===== src/rtl/elbeth_bus_arbiter.sv =====
// ---------------------------------------------------------------------------
// elbeth_bus_arbiter
//
// Round-robin arbiter sharing one 32-bit slave port between four masters.
// It owns the 2-bit select of the 4-to-1 datapath mux, runs one transfer per
// grant, waits for the slave acknowledge (or a timeout), and returns a
// one-cycle completion pulse to the owning master.
//
// Ports:
//   i_clk        system clock, rising edge
//   i_rst_n      asynchronous active-low reset
//   i_req[3:0]   level request per master (bit i = master i)
//   i_slave_ack  slave completes the current transfer (sampled in BUSY only)
//   o_grant      one-hot grant to the owner, 0 when there is no owner
//   o_bit_select binary index of the (last) owner, drives the mux select
//   o_bus_valid  high while a granted transfer is in progress
//   o_done       one-cycle completion pulse to the owner
//   o_bus_error  one-cycle pulse when a transfer is released by timeout
//   o_busy       high in any state other than IDLE
//
// All outputs come straight from registers.
// ---------------------------------------------------------------------------
module elbeth_bus_arbiter #(
  parameter int TIMEOUT_CYCLES = 255,
  parameter int TO_WIDTH       = 8
) (
  input  logic       i_clk,
  input  logic       i_rst_n,
  input  logic [3:0] i_req,
  input  logic       i_slave_ack,
  output logic [3:0] o_grant,
  output logic [1:0] o_bit_select,
  output logic       o_bus_valid,
  output logic [3:0] o_done,
  output logic       o_bus_error,
  output logic       o_busy
);

  typedef enum logic [1:0] {
    S_IDLE    = 2'd0,
    S_BUSY    = 2'd1,
    S_RELEASE = 2'd2
  } state_t;

  state_t              r_state, w_state_next;
  logic [1:0]          r_ptr, w_ptr_next;
  logic [TO_WIDTH-1:0] r_cnt, w_cnt_next;
  logic [3:0]          r_grant, w_grant_next;
  logic [1:0]          r_sel, w_sel_next;
  logic                r_valid, w_valid_next;
  logic [3:0]          r_done, w_done_next;
  logic                r_err, w_err_next;
  logic                r_busy, w_busy_next;

  // Requests rotated so that position 0 is the current highest-priority
  // master; the 2-bit add wraps naturally modulo 4.
  logic [1:0] w_rot_idx [4];
  logic [3:0] w_rot_req;
  logic [1:0] w_pick;
  logic       w_timeout;

  genvar gi;
  generate
    for (gi = 0; gi < 4; gi++) begin : g_rot
      assign w_rot_idx[gi] = r_ptr + 2'(gi);
      assign w_rot_req[gi] = i_req[w_rot_idx[gi]];
    end
  endgenerate

  // First set bit in rotated order; scanning from the far end down leaves
  // the lowest rotated position as the winner.
  always_comb begin
    w_pick = r_ptr;
    for (int k = 3; k >= 0; k--) begin
      if (w_rot_req[k]) begin
        w_pick = w_rot_idx[k];
      end
    end
  end

  // Counter is 0 on the first BUSY edge, so TIMEOUT_CYCLES-1 is the last one.
  assign w_timeout = (r_cnt == TO_WIDTH'(TIMEOUT_CYCLES - 1));

  always_comb begin
    w_state_next = r_state;
    w_ptr_next   = r_ptr;
    w_cnt_next   = r_cnt;
    w_grant_next = r_grant;
    w_sel_next   = r_sel;
    w_valid_next = r_valid;
    w_done_next  = 4'b0000;
    w_err_next   = 1'b0;

    unique case (r_state)
      S_IDLE: begin
        if (|i_req) begin
          w_state_next = S_BUSY;
          w_grant_next = 4'b0001 << w_pick;
          w_sel_next   = w_pick;
          w_valid_next = 1'b1;
          w_cnt_next   = '0;
        end
      end
      S_BUSY: begin
        w_cnt_next = r_cnt + 1'b1;
        if (i_slave_ack || w_timeout) begin
          w_state_next = S_RELEASE;
          w_done_next  = r_grant;
          // An ack on the timeout edge still counts as success.
          w_err_next   = ~i_slave_ack;
          w_grant_next = 4'b0000;
          w_valid_next = 1'b0;
          w_ptr_next   = r_sel + 2'd1;
        end
      end
      S_RELEASE: begin
        // Requests are not looked at here, giving the owner an edge to
        // drop req after seeing done.
        w_state_next = S_IDLE;
      end
      default: begin
        w_state_next = S_IDLE;
      end
    endcase

    w_busy_next = (w_state_next != S_IDLE);
  end

  always_ff @(posedge i_clk or negedge i_rst_n) begin
    if (!i_rst_n) begin
      r_state <= S_IDLE;
      r_ptr   <= 2'd0;
      r_cnt   <= '0;
      r_grant <= 4'b0000;
      r_sel   <= 2'd0;
      r_valid <= 1'b0;
      r_done  <= 4'b0000;
      r_err   <= 1'b0;
      r_busy  <= 1'b0;
    end else begin
      r_state <= w_state_next;
      r_ptr   <= w_ptr_next;
      r_cnt   <= w_cnt_next;
      r_grant <= w_grant_next;
      r_sel   <= w_sel_next;
      r_valid <= w_valid_next;
      r_done  <= w_done_next;
      r_err   <= w_err_next;
      r_busy  <= w_busy_next;
    end
  end

  assign o_grant      = r_grant;
  assign o_bit_select = r_sel;
  assign o_bus_valid  = r_valid;
  assign o_done       = r_done;
  assign o_bus_error  = r_err;
  assign o_busy       = r_busy;

endmodule


===== config.mk =====
export PLATFORM = sky130hd
export DESIGN_NAME = elbeth_bus_arbiter
export DESIGN_NICKNAME = d
export VERILOG_FILES = /design/src/rtl/elbeth_bus_arbiter.sv
export SDC_FILE = /design/constraint.sdc
export NUM_CORES = 1
export LEC_CHECK = 0
export BUFFER_PORTS_ARGS = -buffer_cell sky130_fd_sc_hd__buf_2
export CAP_MARGIN = 20
export CORE_MARGIN = 5
export CORE_UTILIZATION = 58
export DETAILED_ROUTE_END_ITERATION = 8
export PLACE_DENSITY = 0.82
export SYNTH_ARGS = -nofsm -noshare
export SYNTH_HDL_FRONTEND = slang
export SYNTH_SLANG_ARGS = --single-unit

===== constraint.sdc =====
create_clock -name i_clk -period 3.7 [get_ports i_clk]
set_input_delay 0.37 -clock i_clk [delete_from_list [all_inputs] [get_ports i_clk]]
set_output_delay 0.37 -clock i_clk [all_outputs]
set_load 0.05 [all_outputs]

==> results of run 1 <==
==> kinds of logic (layout without fill, tap and decap cells) <==
kind of cell	after synthesis	count (layout)	share of synthesized area (%)
AND/OR/NAND/NOR	39	39	18.0
AO/OA/AOI/OAI	35	35	20.2
flip-flops	25	25	52.7
buffers and inverters	8	28	3.79
adder cells (fa/ha/maj)	2	2	2.11
XOR/XNOR	2	2	1.48
multiplexers	2	2	1.69
==> flip-flops by register name, indices dropped and copies added, names as in the netlist <==
| register | count |
|---|---|
| o_bus_valid | 1 |
| o_busy | 1 |
| r_state | 2 |
| o_grant | 4 |
| r_ptr | 2 |
| o_done | 4 |
| o_bus_error | 1 |
| r_cnt | 8 |
| o_bit_select | 2 |
==> per-stage QoR <==
stage / hold WS, ns / setup slack [ns] / total power [mW] / cells
2_1_floorplan: 0.0744 / 2.28 / 0.790 / 113
3_3_place_gp: 0.377 / 2.12 / 0.869 / 156
3_5_place_dp: 0.383 / 2.08 / 0.885 / 156
4_1_cts: 0.0353 / 2.14 / 1.00 / 160
5_1_grt: 0.0611 / 2.04 / 1.06 / 160
6_report: 0.0268 / 2.13 / 0.995 / 160
==> per-layer routing <==
metal  track usage [%]  vias to the layer above  share of wire (%)
met3              3.50                        2                5.2
li1                  -                      448                  -
met2              27.5                       23                 49
met1              19.6                      421                 46
met5                 0                        -                  0
met4              4.86                        0               0.37
==> how the worst min path moves through the flow <==
| stage | cells after the start | end | start |
|---|---|---|---|
| floorplan | 0 | o_bit_select[0]$_DFFE_PN0P_ | i_rst_n |
| global route | 1 | r_cnt[7]$_DFFE_PN0P_ | i_rst_n |
| CTS | 1 | r_cnt[7]$_DFFE_PN0P_ | i_rst_n |
| global placement | 1 | o_bus_valid$_DFFE_PN0P_ | i_rst_n |
| detailed placement | 1 | o_bus_valid$_DFFE_PN0P_ | i_rst_n |
| finish | 1 | o_done[3]$_DFF_PN0_ | i_rst_n |
==> final cells by class <==
type | count | share of cell area, %
Clock buffer | 4 | 2.00
Timing Repair Buffer | 19 | 7.22
Tap cell | 27 | 2.57
Multi-Input combinational cell | 80 | 39.3
Sequential cell | 25 | 47.5
Inverter | 5 | 1.43
==> Yosys cell counts, types with 3 or more instances <==
cell type,n,area (um^2)
o32ai_1,4,35.0
inv_1,5,18.8
nor2_1,6,22.5
o21ai_1,4,20.0
nand2_1,12,45.0
nand3_1,3,15.0
o21ai_0,11,55.1
a21oi_1,3,15.0
dfrtp_1,25,626
nor2b_1,3,18.8
and2_1,4,25.0
==> worst max-delay path, stage by stage, from the launching register on <==
cell and delay (ns):
dfrtp_1 0.49, and4_1 0.27, and4_1 0.25, o21a_2 0.28, mux2i_1 0.21
==> power groups by stage <==
stage                     clock (mW)  combinational, mW  sequential (mW)
after detailed placement           0              0.462            0.423
final                          0.118              0.459            0.418
after global routing           0.132              0.500            0.433
after floorplan                    0              0.238            0.551
after CTS                      0.121              0.464            0.417
after global placement             0              0.450            0.419
==> run metrics, run 1 <==
status completed; die footprint 3050 um^2; CTS resizes 0; Final period util 42.5%; most frequent cells in the layout dfrtp_1, buf_2, nand2_1, o21ai_0, nor2_1; power per cell area 756 nW/um^2; Net Sw Power 468 uW; Storage cell area 626 um^2; CP endpoint kind register; Netlist cell types 35; Cell Area, Synth 1190 um^2; Seq/Total Area, Yosys 52.7%; clock buffer count from CTS 3; combinational share of power 46.1%; worst-skew pair later-pin latency 0.30 ns; syn_nets 122; first-pass GRT wire length 4.02 mm; Final Util 67.1%; final setup fails 0; chip width 55.2 um; worst setup path start r_cnt[3]$_DFFE_PN0P_; Critical Path Sink r_ptr[0]$_DFFE_PN0P_; DRC viols 0; Critical Path AT 1.81 ns; Final Critical Period 1.57 ns; placed wire-length estimate 1.65 mm; Slew @ Worst Pin 0.544 ns; R2R Path Start r_cnt[3]$_DFFE_PN0P_; total of max-cap violations 0; Syn-to-layout area delta 10.9%; CTS Root Cell clkbuf_4; Die H 55.2 um; total global-route track usage 15.9%; Pleak 0.625 nW; Nets 143; maximum clock path buffer count 2; power share of the clock group 11.9%; Async S/R FF share, synth 100%; Yosys warnings 0; setup TNS 0 ns; Detailed Route WL 2.17 mm; fraction of layout cells with a size suffix above 1 21.1%; Crit path required time 3.94 ns; Worst setup SP type register; number of diodes 0; Routed Antenna Nets 0; CP max FO 12; dominant synthesized flop cell dfrtp_1; Final Hold Fails 0; Final Max Slew Viols 0; Syn Inst Count 113; Max IR drop VDD 0.461 mV; crit path kind register to register; Reg-to-Reg End r_ptr[0]$_DFFE_PN0P_; remaining global-route overflow 0; I/O pins 20; worst relative slew slack 63.8%; FP Rows 16; routed vias/inst 5.59; most common cell after layout, fill and taps aside dfrtp_1; FF-to-FF path depth 4; RSZ-0062 raised after global routing no; CTS tree built; Starting DRT DRC Count 20; vias post-DR 894; Seq pwr share 42.0%; vias in the first global route 929; post-route cell area 1320 um^2; detailed-router iteration count before antenna repair 4; clk slew on worst S/H paths 0.13 ns; CTS Hold Bufs 0; fmax 0.636 GHz; Initial Utilization 60.5%; CTS Sinks 25; Post-Syn Area per Cell 10.5 um^2; core area 1960 um^2; R2R Setup Slk 2.13 ns; multi-input combinational cell area 517 um^2; skew final 0.00263 ns; cell internal pwr 527 uW; H-tree depth 1; Routed WL per cell 13.6 um; fillers 175; DP Area 1290 um^2; Port Buf Inserts 19; antenna violations before repair 0; Post-synth EDFFs 0; switching share of total power 47.0%; GPL Wtd Cong 0.794; register bit total from synthesis 25; pin count of the biggest net entering global routing 26; Hold Crit Class primary input to async pin; setup bufs post-CTS 0
(Power assumes the default switching activity.)
==> run 2, diff against run 1 <==
--- a/config.mk
+++ b/config.mk
@@ -8,9 +8,9 @@
 export BUFFER_PORTS_ARGS = -buffer_cell sky130_fd_sc_hd__buf_2
 export CAP_MARGIN = 20
 export CORE_MARGIN = 5
-export CORE_UTILIZATION = 58
+export CORE_UTILIZATION = 54
 export DETAILED_ROUTE_END_ITERATION = 8
-export PLACE_DENSITY = 0.82
+export PLACE_DENSITY = 0.77
 export SYNTH_ARGS = -nofsm -noshare
 export SYNTH_HDL_FRONTEND = slang
 export SYNTH_SLANG_ARGS = --single-unit
==> constraint.sdc (replaced) <==
create_clock -name i_clk -period 1.6 [get_ports i_clk]
set_input_delay 0.16 -clock i_clk [delete_from_list [all_inputs] [get_ports i_clk]]
set_output_delay 0.16 -clock i_clk [all_outputs]
set_load 0.05 [all_outputs]
==> run 2 against run 1 <==
  * Critical path depth unchanged
  * Via count rose by 3.1%
  * Clock skew rose by 0.0010 ns
  * Worst setup slack got worse by 2.0 ns
  * Cell area increased by 2.0%
  * Sequential power rose by 130%
  * Clock power is 140% higher
  * Total power is 130% higher
  * Core utilization decreased by 4.6 points
  * Worst hold slack better by 0.029 ns
  * Critical endpoint is now r_ptr[1]$_DFFE_PN0P_
  * Largest power group unchanged
==> run metrics, run 2 (synthesized netlist as in run 1, its figures left out) <==
status completed; Critical Path AT 1.70 ns (-0.11 ns); DP Area 1300 um^2 (+0.68%); fillers 193 (+10%); clock buffer count from CTS 3 (unchanged); combinational share of power 46.2% (about the same); CP max FO 12 (unchanged); power per cell area 1740 nW/um^2 (+130%); core area 2150 um^2 (+9.5%); Final Hold Fails 0 (unchanged); routed vias/inst 5.66 (+1.2%); GPL Wtd Cong 0.820 (+3.2%); worst-skew pair later-pin latency 0.31 ns (about the same); setup bufs post-CTS 0 (unchanged); R2R Setup Slk 0.15 ns (-1.98 ns); Routed WL per cell 14.1 um (+3.7%); Port Buf Inserts 19 (unchanged); remaining global-route overflow 0 (unchanged); chip width 56.9 um (+3.0%); setup TNS 0 ns (unchanged); Routed Antenna Nets 0 (unchanged); Final Critical Period 1.45 ns (-0.124 ns); vias post-DR 922 (+3.1%); post-route cell area 1340 um^2 (+2.0%); Pleak 0.638 nW (+2.2%); most common cell after layout, fill and taps aside dfrtp_1; worst relative slew slack 63.5% (-0.24 points); Detailed Route WL 2.30 mm (+5.7%); CTS tree built; Seq pwr share 41.6% (-0.4 points); die footprint 3240 um^2 (+6.0%); CP endpoint kind register; DRC viols 0 (unchanged); FP Rows 17 (+1); total of max-cap violations 0 (unchanged); skew final 0.00363 ns (+0.00100 ns); I/O pins 20 (unchanged); clk slew on worst S/H paths 0.14 ns (about the same); Max IR drop VDD 1.30 mV (+180%); FF-to-FF path depth 4 (unchanged); Hold Crit Class primary input to register; CTS Root Cell clkbuf_4; first-pass GRT wire length 3.91 mm (-2.6%); Final Util 62.5% (-4.6 points); Slew @ Worst Pin 0.547 ns (+0.00355 ns); Top reg by flops r_cnt; Final Max Slew Viols 0 (unchanged); detailed-router iteration count before antenna repair 6 (+2); maximum clock path buffer count 2 (unchanged); Power Total 2.33 mW (+130%); placed wire-length estimate 1.72 mm (+4.2%); fmax 0.690 GHz (+8.5%); Die H 56.9 um (+3.0%); max FFs per register 8 (unchanged); power share of the clock group 12.2% (+0.3 points); Syn-to-layout area delta 13.1%; switching share of total power 47.4% (+0.40 points); Nets 145 (+1.4%); Final period util 90.6% (+48 points); Starting DRT DRC Count 25 (+25%); antenna violations before repair 0 (unchanged); Crit path required time 1.85 ns (-2.09 ns); H-tree depth 1 (unchanged); most frequent cells in the layout dfrtp_1, buf_2, nand2_1, o21ai_0, nor2_1; number of diodes 0 (unchanged); Initial Utilization 55.3% (-5.3 points); pin count of the biggest net entering global routing 26 (unchanged); cell internal pwr 1.23 mW (+130%); final setup fails 0 (unchanged); crit path kind register to register; CTS Sinks 25 (unchanged); Net Sw Power 1.11 mW (+140%); total global-route track usage 15.2% (-0.72 points); vias in the first global route 870 (-6.4%); RSZ-0062 raised after global routing no; Worst setup SP type register; WHS Path Cells 2; fraction of layout cells with a size suffix above 1 22.2% (+1.2 points)
[run 2: cell types whose count changed in the layout (fill, tap and decap cells not counted), sizes merged]
cell	delta
clkbuf	-1
buf	+1
dlygate4sd3	+1
clkinv	+1
[run 2: stage by stage]
stage	hold slack [ns]	worst slack, ns	cells
finish	0.0557	0.151	163
global route	0.0339	0.0515	163
CTS	0.0402	0.0978	163
detailed placement	0.182	0.119	158
global placement	0.171	0.187	158
floorplan	-0.136	0.176	113
[run 2: worst paths after layout]
check | endpoint | from
max | r_ptr[1]$_DFFE_PN0P_ | r_cnt[4]$_DFFE_PN0P_
min | o_bus_error$_DFF_PN0_ | i_slave_ack
max reg2reg | r_ptr[1]$_DFFE_PN0P_ | r_cnt[4]$_DFFE_PN0P_
min reg2reg | r_cnt[7]$_DFFE_PN0P_ | r_cnt[7]$_DFFE_PN0P_
max in group asynchronous | o_busy$_DFF_PN0_ | i_rst_n
min in group asynchronous | o_done[3]$_DFF_PN0_ | i_rst_n
[run 2: metal layers]
layer / up-vias / part of all wire (%) / track usage (%)
li1: 447 / - / -
met1: 446 / 45 / 19.9
met2: 23 / 48 / 24.0
met3: 6 / 4.8 / 2.76
met4: 0 / 2.1 / 7.28
met5: - / 0 / 0
[run 2: timing repair]
item / CTS / global route
hold buffers: 1 / 0
endpoints found under the setup margin: 0 / 2
resized for setup: 0 / 1
hold endpoints to repair: 25 / 0
[run 2: final cells by class]
| type | instances | area [um^2] | share of cell area [%] |
|---|---|---|---|
| clock inverters | 1 | 5.00 | 0.373 |
| well taps | 28 | 35.0 | 2.61 |
| clock buffers | 3 | 22.5 | 1.68 |
| inverters | 5 | 18.8 | 1.40 |
| repair buffers | 21 | 113 | 8.39 |
| multi-input cells | 80 | 523 | 39.0 |
| flip-flops and latches | 25 | 626 | 46.6 |
[run 2: power groups by stage]
stage / combinational (mW) / clock (mW) / sequential, mW
2_1_floorplan: 0.551 / 0 / 1.27
3_3_place_gp: 1.06 / 0 / 0.967
3_5_place_dp: 1.08 / 0 / 0.977
4_1_cts: 1.08 / 0.288 / 0.971
5_1_grt: 1.17 / 0.322 / 0.996
6_report: 1.08 / 0.284 / 0.970
[run 2: worst max-delay path: stages, from the launching register on]
cell and delay [ns]:
dfrtp_1 0.45, and4_1 0.26, and4_1 0.26, o21a_4 0.21, mux2i_1 0.20
